[config.mk]
export PLATFORM = sky130hd
export DESIGN_NAME = keypad_encoder
export DESIGN_NICKNAME = d
export VERILOG_FILES = /design/src/rtl/keypad_encoder.sv
export SDC_FILE = /design/constraint.sdc
export NUM_CORES = 1
export LEC_CHECK = 0
export BUFFER_PORTS_ARGS = -buffer_cell sky130_fd_sc_hd__buf_2
export CAP_MARGIN = 5
export CORE_MARGIN = 1
export CORE_UTILIZATION = 40
export DETAILED_ROUTE_END_ITERATION = 8
export GPL_ROUTABILITY_DRIVEN = 0
export PLACE_DENSITY = 0.65
export SLEW_MARGIN = 15
export SYNTH_ARGS = -nofsm -noshare
export SYNTH_HDL_FRONTEND = slang
export SYNTH_SLANG_ARGS = --single-unit
[constraint.sdc]
create_clock -name clk -period 2.3 [get_ports clk]
set_input_delay 0.23 -clock clk [delete_from_list [all_inputs] [get_ports clk]]
set_output_delay 0.23 -clock clk [all_outputs]
set_load 0.02 [all_outputs]
[src/rtl/keypad_encoder.sv]
// ---------------------------------------------------------------------------
// keypad_encoder
//   Scans a 4x4 matrix keypad and turns one debounced key press into a 4-bit
//   hex code for the downstream seven-segment display path. Rows are driven
//   active-low one at a time; columns are read active-low (external pull-ups).
//   One key is tracked at a time: while it is held, every other key is ignored.
//
// Parameters
//   SCAN_DIV         cycles each row is driven before its columns are sampled
//   DEBOUNCE_CYCLES  consecutive stable cycles needed to accept press/release
//
// Ports
//   clk        in   system clock, rising edge
//   reset      in   asynchronous, active-high reset
//   col[3:0]   in   raw keypad columns, active-low, asynchronous to clk
//   row[3:0]   out  row drive, active-low, exactly one bit low at all times
//   key_code   out  hex code of the last accepted key (held until next press)
//   key_valid  out  one-cycle pulse when a new press is accepted
//   key_held   out  high while the accepted key is held, incl. release debounce
// ---------------------------------------------------------------------------
module keypad_encoder #(
  parameter int SCAN_DIV        = 1000,
  parameter int DEBOUNCE_CYCLES = 20000
) (
  input  logic       clk,
  input  logic       reset,
  input  logic [3:0] col,
  output logic [3:0] row,
  output logic [3:0] key_code,
  output logic       key_valid,
  output logic       key_held
);

  localparam int MAX_COUNT = (SCAN_DIV > DEBOUNCE_CYCLES) ? SCAN_DIV : DEBOUNCE_CYCLES;
  localparam int CW        = $clog2(MAX_COUNT + 1);

  typedef enum logic [1:0] {
    SCAN,
    DEBOUNCE,
    HELD,
    RELEASE
  } state_t;

  state_t          state, state_nx;
  logic [CW-1:0]   cnt, cnt_nx;
  logic [1:0]      row_idx, row_idx_nx;
  logic [1:0]      col_idx, col_idx_nx;
  logic [3:0]      key_code_nx;
  logic            key_valid_nx;

  logic [3:0]      col_meta, col_s;
  logic            any_low;
  logic [1:0]      low_col;
  logic            col_open;

  // Key map indexed by {row, col}.
  function automatic logic [3:0] key_map(input logic [1:0] r, input logic [1:0] c);
    logic [3:0] code;
    case ({r, c})
      4'h0: code = 4'h1;  4'h1: code = 4'h2;  4'h2: code = 4'h3;  4'h3: code = 4'hA;
      4'h4: code = 4'h4;  4'h5: code = 4'h5;  4'h6: code = 4'h6;  4'h7: code = 4'hB;
      4'h8: code = 4'h7;  4'h9: code = 4'h8;  4'hA: code = 4'h9;  4'hB: code = 4'hC;
      4'hC: code = 4'hE;  4'hD: code = 4'h0;  4'hE: code = 4'hF;  default: code = 4'hD;
    endcase
    return code;
  endfunction

  // Two-flop synchronizer; idles at all-ones (no key) so reset cannot fake a press.
  // NOTE: sequential state is always assigned with <= so every flop samples
  // the pre-edge values of its neighbours, exactly like the hardware.
  always_ff @(posedge clk or posedge reset) begin
    if (reset) begin
      col_meta <= 4'hF;
      col_s    <= 4'hF;
    end else begin
      col_meta <= col;
      col_s    <= col_meta;
    end
  end

  // Lowest-index low column wins when several keys in the row are closed.
  always_comb begin
    any_low = 1'b0;
    low_col = 2'd0;
    if      (!col_s[0]) begin any_low = 1'b1; low_col = 2'd0; end
    else if (!col_s[1]) begin any_low = 1'b1; low_col = 2'd1; end
    else if (!col_s[2]) begin any_low = 1'b1; low_col = 2'd2; end
    else if (!col_s[3]) begin any_low = 1'b1; low_col = 2'd3; end
  end

  assign col_open = col_s[col_idx];

  always_ff @(posedge clk or posedge reset) begin
    if (reset) begin
      state     <= SCAN;
      cnt       <= '0;
      row_idx   <= 2'd0;
      col_idx   <= 2'd0;
      key_code  <= 4'h0;
      key_valid <= 1'b0;
    end else begin
      state     <= state_nx;
      cnt       <= cnt_nx;
      row_idx   <= row_idx_nx;
      col_idx   <= col_idx_nx;
      key_code  <= key_code_nx;
      key_valid <= key_valid_nx;
    end
  end

  always_comb begin
    // NOTE: every signal gets its hold value first so no path through the
    // case statement leaves one unassigned, which would infer a latch.
    state_nx     = state;
    cnt_nx       = cnt;
    row_idx_nx   = row_idx;
    col_idx_nx   = col_idx;
    key_code_nx  = key_code;
    key_valid_nx = 1'b0;

    case (state)
      SCAN: begin
        if (cnt == CW'(SCAN_DIV - 1)) begin
          cnt_nx = '0;
          if (any_low) begin
            col_idx_nx = low_col;
            state_nx   = DEBOUNCE;
          end else begin
            row_idx_nx = row_idx + 2'd1;
          end
        end else begin
          cnt_nx = cnt + CW'(1);
        end
      end

      DEBOUNCE: begin
        if (col_open) begin
          // Bounce: give up on this row and continue the scan past it.
          cnt_nx     = '0;
          row_idx_nx = row_idx + 2'd1;
          state_nx   = SCAN;
        end else if (cnt == CW'(DEBOUNCE_CYCLES - 1)) begin
          cnt_nx       = '0;
          state_nx     = HELD;
          key_code_nx  = key_map(row_idx, col_idx);
          key_valid_nx = 1'b1;
        end else begin
          cnt_nx = cnt + CW'(1);
        end
      end

      HELD: begin
        if (col_open) begin
          cnt_nx   = '0;
          state_nx = RELEASE;
        end
      end

      RELEASE: begin
        if (!col_open) begin
          // Release bounce: the same press continues, no new pulse.
          cnt_nx   = '0;
          state_nx = HELD;
        end else if (cnt == CW'(DEBOUNCE_CYCLES - 1)) begin
          cnt_nx     = '0;
          row_idx_nx = row_idx + 2'd1;
          state_nx   = SCAN;
        end else begin
          cnt_nx = cnt + CW'(1);
        end
      end

      default: begin
        cnt_nx   = '0;
        state_nx = SCAN;
      end
    endcase
  end

  assign row      = ~(4'b0001 << row_idx);
  assign key_held = (state == HELD) || (state == RELEASE);

endmodule
Word level (Yosys, flattened, before mapping)
Memories as Yosys holds them, arrays and structs flattened. A register that Yosys moved wholly into a read port is not among the register bits.
Cells that the tools add are included.

operators by class
  shift operators = 1
  $lt $le $gt $ge = 1
  eq/ne operators = 14
  multiplexer cells = 33
  reductions and logical operators = 7
  bitwise logic cells = 2
  $add $sub $neg = 2

operator list
  kind                   number
  $mux 15                5
  $pmux 15 s4            1
  $mux 2                 16
  $add 15x1->15 const B  1
  $eq 15x10->1 const B   1
  $eq 15x15->1 const B   1
  $ne 2x2->1 const B     7
  $mux 1                 8
  $pmux 2 s4             1
  $ne 3x3->1 const B     2
  $pmux 2 s3             1
  $reduce_and 3->1       2
  $reduce_and 6->1       1
  $reduce_and 5->1       1
  $eq 2x2->1 const B     2
  $not 4->4              1
  $shl 1x2->4 const A    1
  $lt 2x3->1 const B     1
  $reduce_bool 3->1      1
  $add 2x1->2 const B    1
  $bmux 1 s2             1
  $eq 2x1->1 const B     1
  $logic_not 2->1        1
  $logic_or 1x1->1       1
  $not 1->1              1

storage, ports and cells
  output and inout bits = 10
  input port bits = 6
  memories kept = 1
  flip-flop bits (word level) = 30
  logic and storage cells = 68
  memory bits (read-only) = 64

memory list
  memory           words  bits a word  read ports  clocked after memory_dff  wr ports  RTL line  RTL
  (no name shown)  16     4            1           1                         0         59        case ({r, c})

Longest topological paths before layout
Gate-level depths: netlist of the first run.

  word-level depth = 7
  mapped depth = 8
  mapped depth without buffers = 6

Worst setup path after synthesis of the first run
OpenSTA, ideal clock, no wires.

  path kind = register to register
  start point = reg col_idx[0]
  end point = reg cnt[4]
  data required time = 2218 ps
  arrival = 1956 ps
  cell stages (with the launch flop) = 7
  setup slack = 262 ps
  buffers on the path = 2
  library setup time = 82 ps
  period minus slack after synthesis = 2038 ps
  path through = dfrtp_1 > buf_6 > mux4_2 > or3b_1 > buf_6 > a211o_1 > a31oi_1

between the ends
  longest elaborated chain between the ends = 4
  elaborated cells between the ends (all ways) = 6
  those cells by class = 1 x eq/ne; 5 x mux

ends and longest elaborated chain
  what                              RTL line  RTL
  start: declaration                47        logic [1:0] col_idx, col_idx_nx;
  start signal: assignment          105       col_idx <= col_idx_nx;
  $bmux 1 s2 (*)                    91        assign col_open = col_s[col_idx];
  $mux 1 (implied by the code) (*)  91
  $mux 15 (on tied branches)        160, 137
  $pmux 15 s4                       121       case (state)
  end signal: assignment            103       cnt <= cnt_nx;
  end: declaration                  45        logic [CW-1:0] cnt, cnt_nx;

Mark *: on every way between the ends. The rest lies on a longest branch, timed or not. The select of a mux whose other input is x is not followed.
A chain may end at the register's enable or synchronous reset.

Worst setup path in the final report of the first run
  start point = reg cnt[0]
  end point = reg key_code[2]

between the ends
  longest elaborated chain between the ends = 2

ends and longest elaborated chain
  what                        RTL line  RTL
  $eq 15x15->1                142       end else if (cnt == CW'(DEBOUNCE_CYCLES - 1)) begin
  $reduce_and 3->1 (no line)  n/a
  end: declaration            29        output logic [3:0] key_code,

Every way passes these cells.

==> results of run 1 <==
## cell families (layout without fill, tap and decap cells)
logic type | after synthesis | in the layout | share of synthesized area
and+or+nand+nor | 67 | 67 | 0.193
DFF | 34 | 34 | 0.445
AOI/OAI and AO/OA | 27 | 27 | 0.0873
buffers and inverters | 23 | 41 | 0.0692
muxes | 18 | 18 | 0.104
adders and majority gates | 10 | 10 | 0.0647
xor gates and xnor gates | 8 | 8 | 0.0362
## worst max-delay path, stage by stage (launching register included)
cell	delay, ps
dfrtp_1	390
ha_1	240
and4_2	310
nand4_1	220
nor4b_4	420
mux2_2	380
## cells in the final DEF (no fill, tap or decap), drive strengths merged, types with 2 or more instances in the layout
cell type / synthesis / final
dfrtp: 26 / 26
buf: 7 / 23
nor2: 16 / 16
nand2: 12 / 12
mux2i: 10 / 10
inv: 10 / 10
ha: 10 / 10
nand3: 9 / 9
nor3: 8 / 8
o21ai: 8 / 8
dfstp: 8 / 8
mux2: 7 / 7
a21oi: 7 / 7
xnor2: 6 / 6
clkbuf: 6 / 5
nand4: 3 / 3
nor4: 3 / 3
a31oi: 3 / 3
and4: 3 / 3
nor3b: 2 / 2
nand3b: 2 / 2
and3: 2 / 2
a211o: 2 / 2
a22o: 2 / 2
xor2: 2 / 2
or3b: 2 / 2
nor4b: 2 / 2
clkinv: 0 / 2
## synthesized netlist by cell type (6+ instances only)
cell type and n:
nor3_1 8, a21oi_1 7, ha_1 10, mux2_2 7, nand3_1 9, dfstp_2 8
dfrtp_1 26, nand2_1 12, o21ai_0 8, mux2i_1 10, inv_1 10, xnor2_1 6
nor2_1 16
## layer usage
metal  routed length (microns)  share of wire  GRT usage  vias to the layer above
li1                          -              -          -                      696
met1                      1800           0.52      0.224                      656
met2                      1460           0.42      0.219                       29
met3                       140          0.040     0.0338                        8
met4                        90          0.026     0.0915                        0
met5                         0              0          0                        -
## final cells by class
cell class | count | area share
Multi-Input combinational cell | 130 | 0.442
Inverter | 10 | 0.0176
Tap cell | 52 | 0.0306
Clock buffer | 5 | 0.0323
Clock inverter | 3 | 0.00999
Sequential cell | 34 | 0.404
Timing Repair Buffer | 23 | 0.0635
## where the power goes
group / switching, mW / internal [mW] / leakage (nW)
sequential: 0.00458 / 0.611 / 0.433
combinational: 0.0170 / 0.00834 / 0.492
clock: 0.233 / 0.212 / 0.0441
## stage by stage
| step | cells | util | worst slack [ps] | area (sq um) | hold WS, ps |
|---|---|---|---|---|---|
| global route | 257 | 0.473 | 17.3 | 2130 | 5.87 |
| finish | 257 | 0.473 | 223 | 2130 | -9.90 |
| floorplan | 187 | - | 262 | 1930 | 234 |
| global placement | 249 | 0.453 | 251 | 2040 | 329 |
| CTS | 257 | 0.473 | 204 | 2130 | 14.0 |
| detailed placement | 249 | 0.453 | 209 | 2040 | 336 |
## state kept, by name, indices dropped and copies added (netlist names), named ones only
signal     flops
cnt           15
col_meta       4
col_s          4
key_code       4
col_idx        2
row_idx        2
key_valid      1
state          1
## path summary, 6_finish.rpt
check,start,endpoint,cells after the start
setup / recovery,cnt[0],key_code[2],5
hold / removal,reset,col_idx[0],2
setup reg to reg,cnt[0],key_code[2],5
hold reg to reg,col_meta[3],col_s[3],0
max in group asynchronous,reset,cnt[7],3
min in group clk,col[2],col_meta[2],1
==> results.toml, run 1 <==
[floorplanning]
start_util = 0.429
row_count = 24
dieArea_sq_um = 5120
pin_count = 16
fp.dieW_microns = 71.5
fp.dieH_microns = 71.5
core-area_sq_um = 4500

[sta]
slew_headroom = 0.593
setup_viol = 0
worst_pin_slew_ps = 610
fmax_mhz = 481
final.setup.tns_ps = 0
report.final.slew_viol_count = 0
period_needed_ps = 2080
hold_violations = 8
rsz0062_at_grt = "false"
finalClockSkew_ps = 8.34
fin_crit_sh = 0.903
hold_ws_ps = -9.90

[power_and_ir_drop]
leakage_nw = 0.969
ir_worst_vdd_uv = 390
p_per_area_nw_per_um2 = 510
power_mw = 1.09

[route]
drtIter0Drc = 56
ant_nets = 0
drc = 0
drt-vias-per-instance = 5.40
wl_per_cell_microns = 13.6
drt-total-wl_mm = 3.50
dr.pass1.iters = 4
vias = 1389

[global_routing]
grt.total_usage = 0.157
grt_pass1_wl_mm = 6.04
grt_pass1_vias = 1279
antenna_found_initial = 0
grt_max_degree = 19
grt_overflow = 0

[clock_tree]
clk_pin_slew_ps = 80
cts_tree = "built"
cts_setup_buffers = 0
insertion_delay_ps = 300
htree_levels = 2
cts.path.max_buffers = 2
cts_hold_buf = 0
clkSinkCount = 34
cts_root_buf = "clkbuf_8"
cts_resized = 0
cts_made_buffers = 5

[min_path]
hold_class = "input port to async pin"

[status]
violations = "negative hold slack"
status = "finished with violations"

[critical_path]
criticalPathCategory = "register to register"
cp-end-kind = "register"
crit_fanout = 6
startpoint_type = "register"
crit_required_ps = 2480
rrSetupSlack_ps = 220
worstPathArrival_ps = 2260

[cells_and_area]
seqCellArea_sq_um = 861
fill_cells = 419
multi_input_area_sq_um = 940
final_net_count = 220
synthToLayoutAreaGrowth_pct = 10.0
drive_above_1_share = 0.244
diodes = 0

[placement]
dp_hpwl_mm = 2.53
port_buffers = 15

[yosys]
synth-async-reset-ratio = 1.00
syn_avg_cell_area_sq_um = 10.3
seq_area_frac_synth = 0.445
synth_cells = 187
synth_nets = 203
ys_ff_latch = 34
syn_area_sq_um = 1930
synth_top_area_cell = "dfrtp_1"
synth_top_flop_cell = "dfrtp_1"
synth_top_cell_area_share = 0.336
synth_cell_types = 42
synth_area_leaders = "dfrtp_1, dfstp_2, ha_1"
yosysWarnings = 0
synth_edf_count = 0

[run]
cap_violations = 0
Note: power is estimated with default switching activity, not from simulation.
==> inputs of run 2 (changes only) <==
Settings changed: PLACE_DENSITY 0.65 to unset, REMOVE_ABC_BUFFERS set to 1.
==> results.toml, run 2 (synthesis gave the netlist of run 1 again) <==
[clock_tree]
cts.path.max_buffers = 2
cts_tree = "built"
cts_setup_buffers = 0
insertion_delay_ps = 290
clkSinkCount = 34
cts_root_buf = "clkbuf_8"
cts_made_buffers = 5
clk_pin_slew_ps = 70
htree_levels = 2

[sta]
hold_violations = 0
report.final.slew_viol_count = 0
rsz0062_at_grt = "false"
setup_viol = 0
final.setup.tns_ps = 0
layout_setup_ws_ps = 198
period_needed_ps = 2100
hold_ws_ps = 19.3
finalClockSkew_ps = 7.57
slew_headroom = 0.644
worst_pin_slew_ps = 530
fin_crit_sh = 0.914
fmax_mhz = 476

[placement]
placed_area_sq_um = 2030
port_buffers = 15
dp_slack_ps = 198
dp_hpwl_mm = 2.55

[route]
dr.pass1.iters = 4
ant_nets = 0
drt-vias-per-instance = 5.46
wl_per_cell_microns = 14.0
vias = 1399
drtIter0Drc = 62
drt-total-wl_mm = 3.58
drc = 0

[critical_path]
reg2reg_from = "cnt[1]"
crit_required_ps = 2470
cp-end-kind = "register"
criticalPathCategory = "register to register"
startpoint_type = "register"
crit_fanout = 6
worstSetupStartpoint = "cnt[1]"
worstPathArrival_ps = 2270

[global_routing]
antenna_found_initial = 0
grt_pass1_vias = 1311
grt_max_degree = 35
grt.total_usage = 0.154
grt_overflow = 0
grt_pass1_wl_mm = 6.09

[cells_and_area]
largest-register = "cnt"
synthToLayoutAreaGrowth_pct = 9.77
drive_above_1_share = 0.235
largest_reg_flops = 15
diodes = 0
post-route-util = 0.471
layout_common_cells = "dfrtp_1, nor2_1, buf_2, nand2_1"
design_area_sq_um = 2120
final_common_cell = "dfrtp_1"
final_net_count = 219

[floorplanning]
fp.dieH_microns = 71.5
start_util = 0.429
dieArea_sq_um = 5120
row_count = 24
pin_count = 16
core-area_sq_um = 4500
fp.dieW_microns = 71.5

[status]
status = "finished clean"

[run]
cap_violations = 0

[power_and_ir_drop]
p_per_area_nw_per_um2 = 517
ir_worst_vdd_uv = 328
leakage_nw = 0.968

[min_path]
hold_class = "input port to async pin"
==> run 2: worst max-delay path, cell delays in order (launching register included) <==
cell and delay, ps:
dfrtp_1 390, ha_1 240, and4_2 310, nand4_1 240
nor4b_4 420, mux2_2 390
==> run 2: path summary, 6_finish.rpt <==
check / slack [ps] / end / cells after the start
max: 200 / key_code[2] / 5
min: 20 / col_idx[0] / 3
max reg2reg: 200 / key_code[2] / 5
min reg2reg: 350 / col_s[3] / 0
max in group asynchronous: 1940 / col_s[2] / 3
min in group clk: 40 / col_meta[0] / 1
==> run 2: layout make-up <==
type                            count  area, sq um
Multi-Input combinational cell    130          941
Clock inverter                      1         5.00
Clock buffer                        7         86.3
Timing Repair Buffer               22          128
Tap cell                           52         65.1
Inverter                           10         37.5
Sequential cell                    34          861
Fill cell                         440         2380
==> run 2: what timing repair did <==
item | in CTS | in global routing
endpoints found under the setup margin | 0 | 1
hold buffers | 0 | 0
resized for setup | 0 | 1
==> run 2: metrics by stage <==
step	instances	total power, mW
floorplan	174	0.641
global placement	248	0.651
detailed placement	248	0.653
CTS	256	1.11
global route	256	1.14
finish	256	1.10
==> run 2: report_power, final <==
part	leakage [nW]	internal (mW)	total [mW]	switching, mW
clock network	0.0482	0.241	0.457	0.216
registers	0.433	0.611	0.615	0.00461
logic	0.487	0.00839	0.0251	0.0167
==> run 2: routing by layer <==
layer	vias to the layer above	track usage	routed length, microns
met5	-	0	0
met4	0	0.0545	55
met3	6	0.0380	110
met2	31	0.251	1700
met1	673	0.201	1710
li1	689	-	-
